<file path="config.mk">
export PLATFORM = sky130hd
export DESIGN_NAME = bp_be_host_mmio_arbiter
export DESIGN_NICKNAME = d
export VERILOG_FILES = /design/src/rtl/bp_be_host_mmio_arbiter.sv
export SDC_FILE = /design/constraint.sdc
export NUM_CORES = 1
export LEC_CHECK = 0
export BUFFER_PORTS_ARGS = -buffer_cell sky130_fd_sc_hd__buf_2
export CAP_MARGIN = 30
export CELL_PAD_IN_SITES_DETAIL_PLACEMENT = 1
export CELL_PAD_IN_SITES_GLOBAL_PLACEMENT = 1
export CORE_ASPECT_RATIO = 0.9
export CORE_UTILIZATION = 35
export CTS_CLUSTER_SIZE = 24
export DETAILED_ROUTE_END_ITERATION = 10
export HOLD_SLACK_MARGIN = 0.02
export PLACE_DENSITY_LB_ADDON = 0.1
export SLEW_MARGIN = 30
export SYNTH_ARGS = -nofsm -noshare
export SYNTH_HDL_FRONTEND = slang
export SYNTH_SLANG_ARGS = --single-unit
</file>
<file path="constraint.sdc">
create_clock -name clk_i -period 2.8 [get_ports clk_i]
set_input_delay 0.14 -clock clk_i [delete_from_list [all_inputs] [get_ports clk_i]]
set_output_delay 0.14 -clock clk_i [all_outputs]
set_load 0.01 [all_outputs]
</file>
<file path="src/rtl/bp_be_host_mmio_arbiter.sv">
// rtl/bp_be_host_mmio_arbiter.sv - per-core MMIO store FIFOs round-robin merged onto one host channel
module bp_be_host_mmio_arbiter #(
    parameter int num_core_p    = 2,
    parameter int vaddr_width_p = 64,
    parameter int fifo_els_p    = 4,
    localparam int core_w       = (num_core_p > 1) ? $clog2(num_core_p) : 1
) (
    input  logic                                  clk_i,
    input  logic                                  reset_n_i,
    input  logic [num_core_p-1:0]                 cmt_v_i,
    input  logic [num_core_p*vaddr_width_p-1:0]   cmt_addr_i,
    input  logic [num_core_p*32-1:0]              cmt_data_i,
    output logic [num_core_p-1:0]                 cmt_ready_o,
    output logic                                  host_v_o,
    output logic [2:0]                            host_cmd_o,
    output logic [core_w-1:0]                     host_core_o,
    output logic [15:0]                           host_data_o,
    input  logic                                  host_yumi_i,
    output logic [num_core_p-1:0]                 core_done_o,
    output logic                                  done_o,
    output logic                                  pass_o
);

    localparam int ptr_w = (fifo_els_p > 1) ? $clog2(fifo_els_p) : 1;
    localparam int cnt_w = $clog2(fifo_els_p + 1);

    localparam logic [2:0] cmd_prt_dec = 3'd0;
    localparam logic [2:0] cmd_prt_chr = 3'd1;
    localparam logic [2:0] cmd_pas     = 3'd2;
    localparam logic [2:0] cmd_fal     = 3'd3;
    localparam logic [2:0] cmd_err     = 3'd4;

    localparam logic [vaddr_width_p-1:0] fin_addr = vaddr_width_p'(64'hC00D_EAD0);
    localparam logic [vaddr_width_p-1:0] dec_addr = vaddr_width_p'(64'h8FFF_FFFF);
    localparam logic [vaddr_width_p-1:0] chr_addr = vaddr_width_p'(64'h8FFF_EFFF);

    logic [num_core_p-1:0]        push;
    logic [num_core_p-1:0]        pop;
    logic [num_core_p-1:0]        empty;
    logic [num_core_p-1:0][18:0]  head;

    logic [core_w-1:0]            rr_ptr;
    logic                         grant_v;
    logic [core_w-1:0]            grant_id;
    logic                         load;
    logic                         fail;
    int                           arb_idx;

    for (genvar i = 0; i < num_core_p; i++) begin : g_core
        logic [vaddr_width_p-1:0] addr;
        logic [31:0]              data;
        logic                     dec_v;
        logic                     dec_fin;
        logic [2:0]               dec_cmd;
        logic [15:0]              dec_data;
        logic                     finished;
        logic [cnt_w-1:0]         count;
        logic [ptr_w-1:0]         wptr;
        logic [ptr_w-1:0]         rptr;
        logic [18:0]              mem [fifo_els_p];

        assign addr = cmt_addr_i[i*vaddr_width_p +: vaddr_width_p];
        assign data = cmt_data_i[i*32 +: 32];

        // Classify the store; unknown addresses produce no record
        always_comb begin
            dec_v    = 1'b0;
            dec_fin  = 1'b0;
            dec_cmd  = cmd_prt_dec;
            dec_data = 16'h0000;
            if (addr == fin_addr) begin
                dec_v   = 1'b1;
                dec_fin = 1'b1;
                if (data[31:16] == 16'h0000) begin
                    dec_cmd  = cmd_pas;
                    dec_data = data[15:0];
                end else if (data[31:16] == 16'hFFFF) begin
                    dec_cmd  = cmd_fal;
                    dec_data = data[15:0];
                end else begin
                    dec_cmd  = cmd_err;
                end
            end else if (addr == dec_addr) begin
                dec_v    = 1'b1;
                dec_cmd  = cmd_prt_dec;
                dec_data = {8'h00, data[7:0]};
            end else if (addr == chr_addr) begin
                dec_v    = 1'b1;
                dec_cmd  = cmd_prt_chr;
                dec_data = {8'h00, data[7:0]};
            end
        end

        assign cmt_ready_o[i] = (count != cnt_w'(fifo_els_p));
        assign push[i]        = cmt_v_i[i] & cmt_ready_o[i] & dec_v & ~finished;
        assign empty[i]       = (count == '0);
        assign head[i]        = mem[rptr];

        // FIFO pointers, occupancy and the post-finish drop flag
        always_ff @(posedge clk_i or negedge reset_n_i) begin
            if (!reset_n_i) begin
                count    <= '0;
                wptr     <= '0;
                rptr     <= '0;
                finished <= 1'b0;
            end else begin
                if (push[i]) begin
                    wptr <= (wptr == ptr_w'(fifo_els_p - 1)) ? '0 : wptr + 1'b1;
                    if (dec_fin) finished <= 1'b1;
                end
                if (pop[i]) begin
                    rptr <= (rptr == ptr_w'(fifo_els_p - 1)) ? '0 : rptr + 1'b1;
                end
                case ({push[i], pop[i]})
                    2'b10:   count <= count + 1'b1;
                    2'b01:   count <= count - 1'b1;
                    default: count <= count;
                endcase
            end
        end

        // FIFO storage holds {cmd, data}; contents need no reset
        always_ff @(posedge clk_i) begin
            if (push[i]) mem[wptr] <= {dec_cmd, dec_data};
        end
    end

    // Round-robin search for the first non-empty FIFO starting at rr_ptr
    always_comb begin
        grant_v  = 1'b0;
        grant_id = '0;
        arb_idx  = 0;
        for (int k = num_core_p - 1; k >= 0; k--) begin
            arb_idx = int'(rr_ptr) + k;
            if (arb_idx >= num_core_p) arb_idx = arb_idx - num_core_p;
            if (!empty[core_w'(arb_idx)]) begin
                grant_v  = 1'b1;
                grant_id = core_w'(arb_idx);
            end
        end
    end

    assign load = (~host_v_o | host_yumi_i) & grant_v;

    always_comb begin
        pop = '0;
        if (load) pop[grant_id] = 1'b1;
    end

    // Host output register and round-robin pointer
    always_ff @(posedge clk_i or negedge reset_n_i) begin
        if (!reset_n_i) begin
            host_v_o    <= 1'b0;
            host_cmd_o  <= '0;
            host_core_o <= '0;
            host_data_o <= '0;
            rr_ptr      <= '0;
        end else if (load) begin
            host_v_o    <= 1'b1;
            host_cmd_o  <= head[grant_id][18:16];
            host_core_o <= grant_id;
            host_data_o <= head[grant_id][15:0];
            rr_ptr      <= (grant_id == core_w'(num_core_p - 1)) ? '0 : grant_id + 1'b1;
        end else if (host_yumi_i) begin
            host_v_o <= 1'b0;
        end
    end

    // Sticky completion and failure tracking on consumed finish records
    always_ff @(posedge clk_i or negedge reset_n_i) begin
        if (!reset_n_i) begin
            core_done_o <= '0;
            fail        <= 1'b0;
        end else if (host_v_o && host_yumi_i) begin
            if (host_cmd_o == cmd_pas || host_cmd_o == cmd_fal || host_cmd_o == cmd_err)
                core_done_o[host_core_o] <= 1'b1;
            if (host_cmd_o == cmd_fal || host_cmd_o == cmd_err)
                fail <= 1'b1;
        end
    end

    assign done_o = &core_done_o;
    assign pass_o = done_o & ~fail;

endmodule

</file>
==> reports/qor.yml <==
outcome:
  status: "complete, but fails checks"
  violations: "design-rule violations"
placed_design:
  port-buffer-count: 223
  gp_congestion: 0.779
  hpwl_um: 16200
  pre_cts_ws_ps: -45.1
  dp_cells: 1054
clock_tree:
  h-tree-depth: 4
  clockRootBuffer: "clkbuf_16"
  cts_tree: "yes"
  post-cts-setup-buffers: 0
  numCtsBuffers: 17
  clk_latency_ps: 430
  clkSinkCount: 193
  path_clk_slew_ps: 70
  postCtsHoldBufs: 4
  cts_resized: 0
  clockBufferDepth: 2
yosys:
  ys.flop_type: "edfxtp_1"
  synthCells: 518
  synth.most_common_cell: "edfxtp_1"
  seq_area_frac_synth_pct: 65.8
  syn-num-nets: 729
  synthDistinctLibCells: 51
  yosysWarnings: 0
  syn-cell-area_um2: 8490
  yosysTopAreaCell: "edfxtp_1"
  ys_top_cells_by_area: "edfxtp_1 (54%), dfrtp_1 (12%), mux4_2 (10%)"
  synth_top_area_share_pct: 53.7
  synth_edf_count: 152
  synth-seq-cells: 193
  syn_avg_cell_area_um2: 16.4
  synthArstFlopShare_pct: 21.2
  ys_top_cells_by_count: "edfxtp_1 (152), and2_1 (41), dfrtp_1 (41), mux4_2 (38), nor2_1 (30)"
timing:
  timing.final.hold_violations: 0
  tns_ps: 0
  rsz0062_at_grt: "false"
  tightest_slew_ps: 855
  setup_viol: 0
  final-max-slew-violation-count: 0
  setup_ws_ps: 408
  fmax_ghz: 0.418
  relSlewSlack_pct: 43.0
  timing.final.crit_share_pct: 85.4
  skew_ps: 8.31
  final.min_clock_period_ps: 2390
grt:
  antenna_found_initial: 1
  grt_max_degree: 29
  grt_pass1_vias: 5964
  grt_pass1_wl_um: 32800
  grt_overflow: 0
  grt_use_total_pct: 17.8
critical_path:
  crit_path_start_kind: "primary input"
  r2r-start: "rr_ptr$_DFFE_PN0P_"
  crit_required_ps: 3110
  timing.rr.end: "g_core[0].count[2]$_DFFE_PN0P_"
  crit_fanout: 2
  worstRegToRegCells: 7
  reg2reg_slack_ps: 530
  path_class: "in -> reg"
  endpoint_kind: "flip-flop"
  crit_arrival_ps: 2700
min_path:
  whs_path_depth: 2
  min_path_type: "in -> reg"
  whs_endpoint: "g_core[0].mem[2][12]$_DFFE_PP_"
  holdCritStartpoint: "cmt_data_i[12]"
drt:
  vias: 5508
  drt_iter0_drc: 210
  via_per_inst: 5.05
  drc: 7
  routedWlPerCell_um: 19.8
  drt_wl_total_um: 21600
  first_pass_iters: 7
  ant_nets: 0
final_layout:
  fin_cells: 1090
  fillers: 2438
  final_util_pct: 46.0
  drive_gt1_share_pct: 43.1
  regArea_um2: 5590
  diodes: 0
  multi_input_area_um2: 2810
  area_growth_pct: 27.8
  layout.nets: 986
power_and_ir_drop:
  vdd_drop_max_mv: 0.303
  leakage_nw: 3.74
  power_per_cell_area_nw_per_um2: 638
floorplanning:
  io_pins: 224
  die-area_um2: 24900
  initial_core_util_pct: 36.0
  rows: 53
  die_h_um: 150
  die_w_um: 166
  coreArea_um2: 23600
job:
  cap_violations: 0
==> cell usage in the layout, fill, tap and decap left out, types with 4 or more instances in the layout <==
| master | instances |
|---|---|
| and2_1 | 41 |
| ha_1 | 12 |
| or4_1 | 4 |
| a21oi_1 | 20 |
| dfrtp_1 | 41 |
| dlygate4sd3_1 | 4 |
| nand4_1 | 20 |
| edfxtp_1 | 152 |
| mux2i_1 | 21 |
| nor3_1 | 6 |
| xor2_1 | 4 |
| clkbuf_16 | 17 |
| buf_12 | 9 |
| nor2_1 | 30 |
| mux2_2 | 4 |
| clkinv_4 | 4 |
| inv_8 | 5 |
| and3_1 | 6 |
| nor4_2 | 5 |
| nand4b_1 | 4 |
| buf_4 | 16 |
| mux2_1 | 4 |
| nand2_1 | 9 |
| mux4_2 | 38 |
| nor4_1 | 26 |
| buf_2 | 223 |
| inv_1 | 12 |
==> stage by stage <==
| stage | instance area [um^2] | hold slack [ps] | total power, mW |
|---|---|---|---|
| final | 10900 | 69.1 | 6.93 |
| after global routing | 10900 | 73.4 | 7.23 |
| after CTS | 10900 | 46.8 | 7.03 |
| after detailed placement | 10200 | 276 | 4.70 |
| after global placement | 10200 | 253 | 4.64 |
| after floorplan | 8490 | -156 | 4.18 |
==> layout make-up <==
| cell class | instances | share of cell area, % |
|---|---|---|
| inverter | 13 | 0.450 |
| clock buffer | 17 | 3.92 |
| timing repair buffer | 252 | 13.4 |
| clock inverter | 15 | 1.34 |
| sequential | 193 | 51.5 |
| tap | 302 | 3.48 |
| multi-input combinational | 298 | 25.9 |
==> cells by family (layout without fill, tap and decap cells) <==
kind of cell	Yosys count	in the layout	share of synthesized area, %
buffers and inverters	27	297	1.25
adders and majority gates	14	14	2.24
DFF	193	193	65.8
AOI/OAI and AO/OA	36	36	2.84
muxes	67	67	13.6
and+or+nand+nor	174	174	13.5
xor gates and xnor gates	7	7	0.722
==> worst max-delay path, stage by stage <==
cell	delay [ps]
buf_2	90
or4b_1	530
nor4_2	500
nand2_1	170
nor3_4	240
inv_2	40
ha_1	230
fa_1	380
xnor2_1	170
nor2_1	70
xor2_1	140
==> power by group <==
part	internal, mW	switching, mW
logic	0.655	0.551
registers	3.15	0.257
clock network	1.19	1.13
==> state kept, by name (all words and copies together), names as in the netlist <==
| name | cells |
|---|---|
| g_core.wptr | 4 |
| host_core_o | 1 |
| fail | 1 |
| host_data_o | 16 |
| host_v_o | 1 |
| g_core.finished | 2 |
| g_core.mem | 152 |
| rr_ptr | 1 |
| g_core.rptr | 4 |
| core_done_o | 2 |
| host_cmd_o | 3 |
| g_core.count | 6 |
==> layer usage <==
metal / wire length [um] / GRT usage [%] / up-vias
met2: 11300 / 31.8 / 97
met4: 167 / 4.77 / 0
met5: 0 / 0 / -
li1: - / - / 2594
met1: 9430 / 22.6 / 2806
met3: 707 / 2.64 / 11
==> worst max-delay path by stage <==
stage / start / cells past startpoint / to
floorplan: cmt_addr_i[93] / 10 / g_core[1].count[2]$_DFFE_PN0P_
global placement: cmt_addr_i[93] / 11 / g_core[1].count[2]$_DFFE_PN0P_
detailed placement: cmt_addr_i[93] / 11 / g_core[1].count[2]$_DFFE_PN0P_
CTS: cmt_addr_i[93] / 11 / g_core[1].count[2]$_DFFE_PN0P_
global route: cmt_addr_i[113] / 11 / g_core[1].count[2]$_DFFE_PN0P_
finish: cmt_addr_i[93] / 11 / g_core[1].count[2]$_DFFE_PN0P_
No activity file was read; power rests on OpenSTA's default activity.
